[config.mk]
export PLATFORM = sky130hd
export DESIGN_NAME = strmsplit
export DESIGN_NICKNAME = d
export VERILOG_FILES = /design/src/rtl/strmsplit.sv
export SDC_FILE = /design/constraint.sdc
export NUM_CORES = 1
export LEC_CHECK = 0
export BUFFER_PORTS_ARGS = -buffer_cell sky130_fd_sc_hd__buf_2
export CAP_MARGIN = 10
export CORE_MARGIN = 2
export CORE_UTILIZATION = 50
export DETAILED_ROUTE_END_ITERATION = 10
export GPL_TIMING_DRIVEN = 0
export MAX_ROUTING_LAYER = met4
export PLACE_DENSITY = 0.77
export SYNTH_ARGS = -nofsm -noshare
export SYNTH_HDL_FRONTEND = slang
export SYNTH_HIERARCHICAL = 1
export SYNTH_SLANG_ARGS = --single-unit
export TNS_END_PERCENT = 30
[constraint.sdc]
create_clock -name S_AXI_ACLK -period 2.9 [get_ports S_AXI_ACLK]
set_clock_uncertainty 0.05 [all_clocks]
set_input_delay 0.435 -clock S_AXI_ACLK [delete_from_list [all_inputs] [get_ports S_AXI_ACLK]]
set_output_delay 0.435 -clock S_AXI_ACLK [all_outputs]
set_load 0.005 [all_outputs]
[src/rtl/strmsplit.sv]
// Length-prefixed packet demux: routes each whole packet to one of NS AXI-Stream
// outputs and derives TLAST from the header length. STRMSPLIT_DROPCNT_EN adds o_drops.

module strmsplit_lane #(
  parameter int DW = 32
) (
  input  logic          S_AXI_ACLK,
  input  logic          S_AXI_ARESETN,
  input  logic          load,
  input  logic [DW-1:0] din,
  input  logic          lin,
  input  logic          tready,
  output logic          tvalid,
  output logic [DW-1:0] tdata,
  output logic          tlast
);
  always_ff @(posedge S_AXI_ACLK or negedge S_AXI_ARESETN) begin
    if (!S_AXI_ARESETN) begin
      tvalid <= 1'b0;
      tdata  <= '0;
      tlast  <= 1'b0;
    end else if (load) begin
      tvalid <= 1'b1;
      tdata  <= din;
      tlast  <= lin;
    end else if (tready) begin
      tvalid <= 1'b0;
    end
  end
endmodule

module strmsplit #(
  parameter int NS = 4,
  parameter int DW = 32
) (
  input  logic             S_AXI_ACLK,
  input  logic             S_AXI_ARESETN,
  input  logic             S_AXIS_TVALID,
  output logic             S_AXIS_TREADY,
  input  logic [DW-1:0]    S_AXIS_TDATA,
  output logic [NS-1:0]    M_AXIS_TVALID,
  input  logic [NS-1:0]    M_AXIS_TREADY,
  output logic [DW*NS-1:0] M_AXIS_TDATA,
  output logic [NS-1:0]    M_AXIS_TLAST
`ifdef STRMSPLIT_DROPCNT_EN
  ,
  output logic [15:0]      o_drops
`endif
);
  localparam int B   = DW / 8;
  localparam int BW  = $clog2(B);
  localparam int CW  = 16 - BW;
  localparam int DSW = (NS > 1) ? $clog2(NS) : 1;
  localparam logic [16:0]    BM1   = 17'(B - 1);
  localparam logic [16-BW:0] ONE_W = 1;
  localparam logic [CW-1:0]  ONE_C = 1;

  typedef enum logic [1:0] {IDLE, ROUTE, DROP} state_t;

  state_t          state, state_nx;
  logic [CW-1:0]   count, count_nx;
  logic [DSW-1:0]  sel, sel_nx, hdr_d;
  logic [16:0]     len_sum;
  logic [16-BW:0]  hdr_w, hdr_wm1;
  logic [CW-1:0]   hdr_cnt;
  logic            hdr_one, hdr_ok, tready, last_in;
  logic [NS-1:0]   port_rdy, load;

  // Word count ceil(L/B); L==0 still occupies the single header word
  assign len_sum = {1'b0, S_AXIS_TDATA[15:0]} + BM1;
  assign hdr_w   = len_sum[16:BW];
  assign hdr_one = (hdr_w <= ONE_W);
  assign hdr_wm1 = hdr_w - ONE_W;
  assign hdr_cnt = hdr_one ? '0 : hdr_wm1[CW-1:0];

  if (NS > 1) begin : g_dest
    assign hdr_d = S_AXIS_TDATA[16 +: DSW];
  end else begin : g_nodest
    assign hdr_d = '0;
  end
  assign hdr_ok   = (32'(hdr_d) < 32'(NS));
  assign port_rdy = ~M_AXIS_TVALID | M_AXIS_TREADY;
  assign S_AXIS_TREADY = tready;

  always_ff @(posedge S_AXI_ACLK or negedge S_AXI_ARESETN) begin
    if (!S_AXI_ARESETN) begin
      state <= IDLE;
      count <= '0;
      sel   <= '0;
    end else begin
      state <= state_nx;
      count <= count_nx;
      sel   <= sel_nx;
    end
  end

  always_comb begin
    state_nx = state;
    count_nx = count;
    sel_nx   = sel;
    tready   = 1'b0;
    load     = '0;
    last_in  = 1'b0;
    case (state)
      IDLE: begin
        if (hdr_ok) begin
          tready = port_rdy[hdr_d];
          if (S_AXIS_TVALID && tready) begin
            load[hdr_d] = 1'b1;
            last_in     = hdr_one;
            sel_nx      = hdr_d;
            count_nx    = hdr_cnt;
            if (!hdr_one) state_nx = ROUTE;
          end
        end else begin
          tready = 1'b1;
          if (S_AXIS_TVALID) begin
            count_nx = hdr_cnt;
            if (!hdr_one) state_nx = DROP;
          end
        end
      end
      ROUTE: begin
        tready = port_rdy[sel];
        if (S_AXIS_TVALID && tready) begin
          load[sel] = 1'b1;
          last_in   = (count == ONE_C);
          count_nx  = count - ONE_C;
          if (count == ONE_C) state_nx = IDLE;
        end
      end
      DROP: begin
        tready = 1'b1;
        if (S_AXIS_TVALID) begin
          count_nx = count - ONE_C;
          if (count == ONE_C) state_nx = IDLE;
        end
      end
      default: state_nx = IDLE;
    endcase
  end

  for (genvar k = 0; k < NS; k++) begin : g_lane
    strmsplit_lane #(.DW(DW)) u_lane (
      .S_AXI_ACLK    (S_AXI_ACLK),
      .S_AXI_ARESETN (S_AXI_ARESETN),
      .load          (load[k]),
      .din           (S_AXIS_TDATA),
      .lin           (last_in),
      .tready        (M_AXIS_TREADY[k]),
      .tvalid        (M_AXIS_TVALID[k]),
      .tdata         (M_AXIS_TDATA[k*DW +: DW]),
      .tlast         (M_AXIS_TLAST[k])
    );
  end

`ifdef STRMSPLIT_DROPCNT_EN
  logic drop_hit;
  assign drop_hit = (state == IDLE) && !hdr_ok && S_AXIS_TVALID;

  always_ff @(posedge S_AXI_ACLK or negedge S_AXI_ARESETN) begin
    if (!S_AXI_ARESETN)                         o_drops <= '0;
    else if (drop_hit && (o_drops != 16'hffff)) o_drops <= o_drops + 16'd1;
  end
`endif

endmodule

== Word-level counts from Yosys, hierarchy flattened ==
Cells that the tools add are included.

* Add/subtract/negate cells: 3
* Order comparisons: 5
* Eq/ne operators: 7
* Muxes and demuxes: 34
* Bitwise logic cells: 2
* Reductions and logical operators: 13

{| class="wikitable"
|+ Operators with widths
! kind !! number
|-
| $mux W14 || 4
|-
| $pmux W14 S3 || 1
|-
| $sub A14 B1 Y14 const B || 2
|-
| $add A16 B2 Y17 const B || 1
|-
| $le A15 B1 Y1 const B || 1
|-
| $eq A14 B1 Y1 const B || 1
|-
| $mux W1 || 14
|-
| $mux W2 || 5
|-
| $mux W4 || 2
|-
| $ne A2 B2 Y1 const B || 4
|-
| $pmux W4 S2 || 1
|-
| $reduce_and A4 Y1 || 2
|-
| $reduce_bool A2 Y1 || 4
|-
| $lt A2 B3 Y1 const B || 2
|-
| $pmux W2 S3 || 1
|-
| $bmux W1 S2 || 2
|-
| $demux W1 S2 || 2
|-
| $ge A2 B1 Y1 const B || 2
|-
| $logic_and A1 B1 Y1 || 4
|-
| $not A4 Y4 || 1
|-
| $or A4 B4 Y4 || 1
|-
| $pmux W1 S3 || 1
|-
| $reduce_bool A3 Y1 || 1
|-
| $eq A2 B1 Y1 const B || 1
|-
| other kinds (4) || 4
|}

* Flip-flop bits (word level): 154
* Input bits: 39
* Output and inout bits: 137
* Word-level logic and storage cells: 79

== Logic depth before layout (Yosys ltp) ==
Gate-level depths: netlist (run 1).

* Word-level depth: 8
* Gate-level depth with buffers: 10
* Depth with buffers taken out: 9

== Cells and area by module ==
The synthesis (run 1) kept the hierarchy.

{| class="wikitable"
|+ Modules (own cells, without submodules)
! module !! instances !! cells an instance !! area an instance (um^2) !! seq. area each (um^2)
|-
| strmsplit_lane || 4 || 73 || 1413.9 || 850.8
|-
| strmsplit || 1 || 199 || 1569.0 || 425.4
|}

== Worst setup path after synthesis (run 1) ==
OpenSTA, ideal clock, no wires.

* Path kind: input -> register
* Start point: input M_AXIS_TREADY[3]
* End point: register g_lane[1].u_lane.tdata[0]
* Setup time: 125 ps
* Data arrival time: 2018 ps
* Data required time: 2725 ps
* Slack: 707 ps
* Cell stages on the path: 8
* Path buffers: 2
* Path through: nand2b_1 -> mux4_2 -> and2_1 -> nand2_1 -> o22ai_1 -> buf_6 -> buf_12 -> mux2_4

* Cells in the longest elaborated chain, start to end: 6
* Elaborated cells on any way between the ends: 10
* Classes of those cells: mux: 7; bitwise: 1; reduce/logical: 2

{| class="wikitable"
|+ RTL lines
! item !! RTL line !! RTL
|-
| from (decl) || 42 || <nowiki>input logic [NS-1:0] M_AXIS_TREADY,</nowiki>
|-
| $or A4 B4 Y4 (*) || 82 || <nowiki>assign port_rdy = ~M_AXIS_TVALID | M_AXIS_TREADY;</nowiki>
|-
| $bmux W1 S2, on equally long branches || 124, 107 ||
|-
| $mux W1, on equally long branches || 124, 107 ||
|-
| $logic_and A1 B1 Y1, on equally long branches || 125, 108 ||
|-
| $mux W4, on equally long branches || 125, 108 ||
|-
| $pmux W4 S2 (*) || 104 || <nowiki>case (state)</nowiki>
|-
| via load[1] || 67 || <nowiki>logic [NS-1:0] port_rdy, load;</nowiki>
|-
| to (signal assigned) || 24 || <nowiki>tdata <= din;</nowiki>
|-
| to (decl) || 14 || <nowiki>output logic [DW-1:0] tdata,</nowiki>
|}

Mark *: on every way through the listed nets, which the timed path passes. The rest lies on a longest branch. The select of a mux whose other input is x is not followed.
A chain may end at the register's enable or synchronous reset.

== Worst setup path after layout (run 1) ==
* Start point: input S_AXIS_TDATA[1]
* End point: register g_lane[2].u_lane.tlast

* Cells in the longest elaborated chain, start to end: 4

{| class="wikitable"
|+ RTL lines
! item !! RTL line !! RTL
|-
| from (decl) || 40 || <nowiki>input logic [DW-1:0] S_AXIS_TDATA,</nowiki>
|-
| $add A16 B2 Y17 || 70 || <nowiki>assign len_sum = {1'b0, S_AXIS_TDATA[15:0]} + BM1;</nowiki>
|-
| $le A15 B1 Y1 || 72 || <nowiki>assign hdr_one = (hdr_w <= ONE_W);</nowiki>
|-
| $mux W1 || 108 || <nowiki>if (S_AXIS_TVALID && tready) begin</nowiki>
|-
| $pmux W1 S2 || 104 ||
|-
| via last_in || 66 || <nowiki>logic hdr_one, hdr_ok, tready, last_in;</nowiki>
|-
| to (signal assigned) || 25 || <nowiki>tlast <= lin;</nowiki>
|-
| to (decl) || 15 || <nowiki>output logic tlast</nowiki>
|}

The timed path passes the listed nets, and every way through them passes these cells.

==> results.ini, run 1 <==
[sta]
finalCritPeriodShare_pct=84.5
finalSetupViolations=0
clock.fmax_ghz=0.408
finalHoldViolCount=0
final_max_slew_viol_count=0
slew_headroom_pct=54.3
fin_crit_ns=2.45
rsz0062_at_grt=no
setup_ws_ns=0.449
tightest_slew_ns=0.685
whs_ns=0.243

[place]
dpl_cell_area_um2=8360
gp_congestion=0.877
io_buffers=175
dp_slack_ns=0.0161
placed_cells=847
hpwl_um=11600

[finish]
layout_commonest_cell=buf_2
seq_area_um2=3830
nets=730
nFillCells=1066
fin_cells=880
drive_above_1_share_pct=52.3
fin_area_um2=8970
multi_input_area_um2=3050
diodes=0
final_cell_mix=buf_2 (175), dfrtp_1 (153), mux2_4 (116)
areaGrowthSynthToFinish_pct=24.1

[synthesis]
ys_warn_count=6
ys.flop_type=dfrtp_1
syn_area_um2=7220
yosys_register_bits=153
async_reset_ff_share_pct=100
ys_seq_area_share_pct=53.0
synth_cells=491
synth.lib_cells_used.distinct=51
syn_nets=534
synth_area_per_cell_um2=14.7
synth-edff-count=0

[clock_network]
cts-root-buf=clkbuf_16
clk_latency_ns=0.42
clock_sinks=153
cts.path.max_buffers=2
cts_tree=done
cts_made_buffers=17
htree_levels=4
cts-resized-gates=0
clk_pin_slew_ns=0.06

[floorplanning]
ios=176
fp.dieW_um=124
core.rowCount=43
design.die.area_um2=15400
start_util_pct=51.6
die_h_um=124
core_area_um2=14000

[setup_path]
crit_required_ns=3.21
critPathMaxFanout=8
r2r_end=g_lane[3].u_lane/tdata[7]
crit_path_end_kind=register
rrSetupSlack_ns=0.57
cp-start-kind=primary input
cp.arrival_ns=2.76
r2r-start=sel[1]
worstPathCellList=buf_2 -> o21ai_0 -> xor2_1 -> ha_1 -> a21oi_1 -> nor4b_1 -> nand3_1 -> o22ai_1 -> mux2_2
worst-r2r-cell-count=7
path_class=primary input to register
slowest_stage=o22ai_1
crit_path_max_incr_delay_ns=0.44

[power]
p_leak_nw=4.25
power_mw=10.0
power_frac_clock_pct=22.0
power.density_nw_per_um2=1120
switchingPower_mw=3.05
seq_power_share_pct=38.2
p_sw_share_pct=30.4
cell_internal_pwr_mw=6.99
peakVddDrop_mv=0.629
p_comb_share_pct=39.7

[routing]
vias=4785
wirelength_um=16900
routedWlPerCell_um=19.2
drc=0
avgViaCountPerCell=5.44
dr.pass1.iters=4
ant_nets=0
drtIter0Drc=309

[worst_hold_path]
holdPathEnd=g_lane[1].u_lane/tdata[29]
min_path_type=primary input to register
hold_start=S_AXIS_TDATA[29]
hold_depth=2

[global_route]
grt_pass1_vias=5127
overflow=0
grt_pass1_wl_um=27500
grt_max_degree=81
antenna_found_initial=0
track_usage_pct=23.1

[flow_run]
cap_violations=0

[status]
status=complete, no violations

-- per-layer routing --
layer	vias to the layer above	routed length, um	global-route usage [%]
li1	2158	-	-
met1	2445	7470	29.8
met2	166	8330	36.3
met3	16	872	6.45
met4	0	182	5.68
met5	-	0	-
-- state kept, by name (all words and copies together) (netlist names) --
register              cells
count                    14
sel                       2
state                     1
g_lane.u_lane/tdata     128
g_lane.u_lane/tvalid      4
g_lane.u_lane/tlast       4
-- worst max path at each step --
stage,start,endpoint,slack (ns),cells past startpoint
after floorplan,M_AXIS_TREADY[3],g_lane[1].u_lane/tdata[0],0.71,8
after detailed placement,S_AXIS_TDATA[1],count[11],0.02,9
after CTS,S_AXIS_TDATA[1],g_lane[2].u_lane/tlast,0.44,9
after global placement,S_AXI_ARESETN,g_lane[0].u_lane/tdata[1],-0.71,1
final,S_AXIS_TDATA[1],g_lane[2].u_lane/tlast,0.45,9
after global routing,S_AXIS_TDATA[1],g_lane[3].u_lane/tlast,0.27,9
-- logic make-up after synthesis --
logic type | synth area share (%)
flip-flops | 53.0
multiplexers | 27.4
AND/OR/NAND/NOR | 7.01
AO/OA/AOI/OAI | 5.32
buffers and inverters | 4.80
XOR/XNOR | 1.82
adder cells (fa/ha/maj) | 0.693
-- synth_stat cells, types with 2 or more instances --
cell,n,share of area [%]
nor2_1,18,0.94
or2_2,2,0.17
nand4_1,4,0.35
and2_1,3,0.26
mux2_2,16,2.5
nor4b_1,3,0.36
o21ai_0,10,0.69
nor3_1,10,0.69
nor3b_1,2,0.21
buf_6,4,0.62
nand2_1,21,1.1
o211ai_2,2,0.35
xnor2_1,7,0.85
ha_1,4,0.69
xor2_1,8,0.97
nand2b_1,6,0.52
a2bb2oi_1,2,0.24
o221ai_1,4,0.48
buf_12,12,3.3
o32ai_1,2,0.24
o21ai_1,4,0.28
a21oi_1,11,0.76
a22oi_1,2,0.21
a211oi_1,3,0.31
o22ai_1,4,0.35
a32oi_1,2,0.24
mux4_2,2,0.62
a21o_1,4,0.42
nor2b_1,3,0.26
nand3_1,8,0.55
and3_1,2,0.17
or3_1,2,0.17
mux2_4,116,24
inv_1,12,0.62
clkbuf_1,3,0.16
o211ai_1,2,0.21
dfrtp_1,153,53
nor4_1,5,0.43
-- power groups by stage --
stage | combinational (mW) | sequential (mW) | clock (mW)
finish | 3.99 | 3.84 | 2.21
global route | 4.27 | 3.98 | 2.37
CTS | 4.04 | 3.84 | 2.25
detailed placement | 4.02 | 3.84 | 0
global placement | 3.91 | 3.77 | 0
floorplan | 2.45 | 3.85 | 0
-- worst max-delay path, delay by kind of cell --
kind,cells,cell delay (ns)
multiplexers,1,0.24
buffers and inverters,1,0.15
XOR/XNOR,1,0.25
adder cells (fa/ha/maj),1,0.18
AO/OA/AOI/OAI,3,0.79
AND/OR/NAND/NOR,2,0.71
-- per-stage QoR --
stage / setup TNS, ns / util [%]
3_3_place_gp: -106.69 / 59.5
3_5_place_dp: 0 / 59.8
6_report: 0 / 64.1
4_1_cts: 0 / 64.1
2_1_floorplan: 0 / -
5_1_grt: 0 / 64.1
-- cell type report --
class,instances,share of cell area [%]
flip-flops and latches,153,42.7
multi-input cells,306,34.0
repair buffers,177,10.3
clock buffers,20,5.09
plain buffers,20,3.36
well taps,180,2.51
clock inverters,12,1.58
inverters,12,0.502
-- repair_timing --
item	in CTS	in global routing
buffers inserted	0	0
hold endpoints to repair	7	0
hold buffers	1	0
No activity file was read; power rests on OpenSTA's default activity.
==> run 2, diff against run 1 <==
--- a/config.mk
+++ b/config.mk
@@ -5,6 +5,7 @@
 export SDC_FILE = /design/constraint.sdc
 export NUM_CORES = 1
 export LEC_CHECK = 0
+export ABC_AREA = 1
 export BUFFER_PORTS_ARGS = -buffer_cell sky130_fd_sc_hd__buf_2
 export CAP_MARGIN = 10
 export CORE_MARGIN = 2
==> constraint.sdc (replaced) <==
create_clock -name S_AXI_ACLK -period 2.5 [get_ports S_AXI_ACLK]
set_clock_uncertainty 0.05 [all_clocks]
set_input_delay 0.375 -clock S_AXI_ACLK [delete_from_list [all_inputs] [get_ports S_AXI_ACLK]]
set_output_delay 0.375 -clock S_AXI_ACLK [all_outputs]
set_load 0.005 [all_outputs]
==> run 2 against run 1 <==
Net effect:
- setup slack got worse by 0.22 ns
- power grew 7.6%
- clock power grew 19%
- highest routed layer unchanged
- clock-buffer cell count down 1
- combinational power fell by 3%
- final area is 4.4% higher
- synthesized area grew 5.1%
- sequential share of layout area down 1.8 points
==> results.ini, run 2 <==
[finish]
diodes=0
final_cell_mix=nand2_1 (478), buf_2 (175), dfrtp_1 (153)
largest-register=g_lane.u_lane/tdata
layout_commonest_cell=nand2_1
largest_reg_flops=128
fin_area_um2=9360
drive_above_1_share_pct=26.1
areaGrowthSynthToFinish_pct=23.3
reg_top3=g_lane.u_lane/tdata: 128 flops, count: 14 flops
fin_cells=1375
nets=1217
nFillCells=1298

[global_route]
overflow=0
antenna_found_initial=0
track_usage_pct=27.0
grt_pass1_vias=6566
grt_max_degree=93
grt_pass1_wl_um=33200

[synthesis]
async_reset_ff_share_pct=100
synth_common_cells=nand2_1 (478), dfrtp_1 (153), nor2_1 (69), inv_1 (64), nand2_2 (50)
synth.lib_cells_used.distinct=29
synth.most_common_cell=nand2_1
yosys_register_bits=153
synth_cells=978
syn_nets=1021
synth_area_leaders=dfrtp_1 (50%), nand2_1 (24%), nand2_2 (4.1%)
synth_top_cell_by_area=dfrtp_1
synth-edff-count=0
syn_area_um2=7590
ys_seq_area_share_pct=50.4
ys.flop_type=dfrtp_1
ys_warn_count=6
synth_area_per_cell_um2=7.76
synth.top_cell.area_share_pct=50.4

[routing]
dr.pass1.iters=5
avgViaCountPerCell=5.01
drtIter0Drc=429
wirelength_um=20700
vias=6886
ant_nets=0
drc=0
routedWlPerCell_um=15.1

[sta]
setup_ws_ns=0.230
slew_headroom_pct=60.7
finalCritPeriodShare_pct=90.8
final_max_slew_viol_count=0
tightest_slew_ns=0.589
whs_ns=0.140
rsz0062_at_grt=yes
tns_ns=0
finalHoldViolCount=0
finalSetupViolations=0
clock.fmax_ghz=0.441
fin_crit_ns=2.27

[setup_path]
r2r-start=state[0]
path_class=register to register
worst-r2r-cell-count=9
crit_path_end_kind=register
r2r_end=count[5]
cp-start-kind=register
crit_required_ns=2.75
rrSetupSlack_ns=0.23
cp.arrival_ns=2.52
critPathMaxFanout=10

[floorplanning]
fp.dieW_um=127
core.rowCount=45
core_area_um2=15000
start_util_pct=50.5
die_h_um=127
ios=176
design.die.area_um2=16200

[flow_run]
cap_violations=0

[clock_network]
post_cts_buffers=0
clock_sinks=153
cts-root-buf=clkbuf_16
clk_pin_slew_ns=0.07
htree_levels=4
cts_tree=done
cts.path.max_buffers=2
cts_made_buffers=17
clk_latency_ns=0.42

[worst_hold_path]
hold_start=M_AXIS_TREADY[3]
min_path_type=primary input to register
holdPathEnd=g_lane[3].u_lane/tvalid
hold_depth=4

[power]
p_leak_nw=5.32
power.density_nw_per_um2=1160
peakVddDrop_mv=0.625

[place]
gp_congestion=0.917
dp_slack_ns=-0.0432
placed_cells=1342
hpwl_um=15100
io_buffers=175
dpl_cell_area_um2=8740

[status]
status=complete, no violations

run 2: repair_timing:
item,in CTS,in global routing
hold endpoints to repair,61,0
endpoints found under the setup margin,0,116
resized for setup,0,1
hold buffers,1,0
run 2: critical path: stages (launching register included):
cell,delay [ns]
dfrtp_1,0.32
clkbuf_1,0.41
inv_1,0.13
nand2_1,0.14
nand2_1,0.11
nand2_2,0.20
clkinv_1,0.32
buf_2,0.30
nor2_1,0.11
a21oi_1,0.05
run 2: layout make-up:
cell class | count | area (um^2) | share of cell area, %
clock buffer | 19 | 453 | 4.84
multi-input combinational | 720 | 3130 | 33.4
timing repair buffer | 177 | 920 | 9.83
clock inverter | 13 | 158 | 1.68
tap | 188 | 235 | 2.51
inverter | 71 | 297 | 3.17
buffer | 34 | 339 | 3.62
sequential | 153 | 3830 | 40.9
run 2: layer usage:
layer	up-vias	share of wire, %	global-route usage, %
li1	3394	-	-
met2	219	47	41.6
met3	17	6.5	6.83
met5	-	0	-
met1	3256	46	36.4
met4	0	1.1	6.53
run 2: worst max-delay path by stage:
stage,start,to,depth (start not counted)
after floorplan,S_AXIS_TDATA[16],g_lane[0].u_lane/tdata[20],14
after global routing,g_lane[1].u_lane/tvalid,g_lane[3].u_lane/tdata[12],14
after CTS,g_lane[1].u_lane/tvalid,g_lane[0].u_lane/tdata[18],14
after global placement,S_AXI_ARESETN,g_lane[2].u_lane/tdata[28],1
final,state[0],count[5],9
after detailed placement,S_AXIS_TDATA[16],g_lane[0].u_lane/tdata[20],15
run 2: cells by family after synthesis:
group / after synthesis / share of synthesized area [%]
flops: 153 / 50.4
compound gates: 47 / 3.23
simple gates: 665 / 36.8
fa+ha+maj: 4 / 0.659
xor+xnor: 4 / 0.461
buf+inv: 105 / 8.37
run 2: per-stage QoR:
step           util [%]  power [mW]
6_report           62.3        10.8
5_1_grt            62.3        11.6
4_1_cts            62.2        10.9
3_5_place_dp       58.1        8.21
3_3_place_gp       57.9        8.05
2_1_floorplan         -        6.41
run 2: power by group:
group | switching [mW] | total, mW | internal (mW)
Sequential | 0.711 | 4.30 | 3.59
Combinational | 2.20 | 3.87 | 1.67
Clock | 1.09 | 2.64 | 1.55
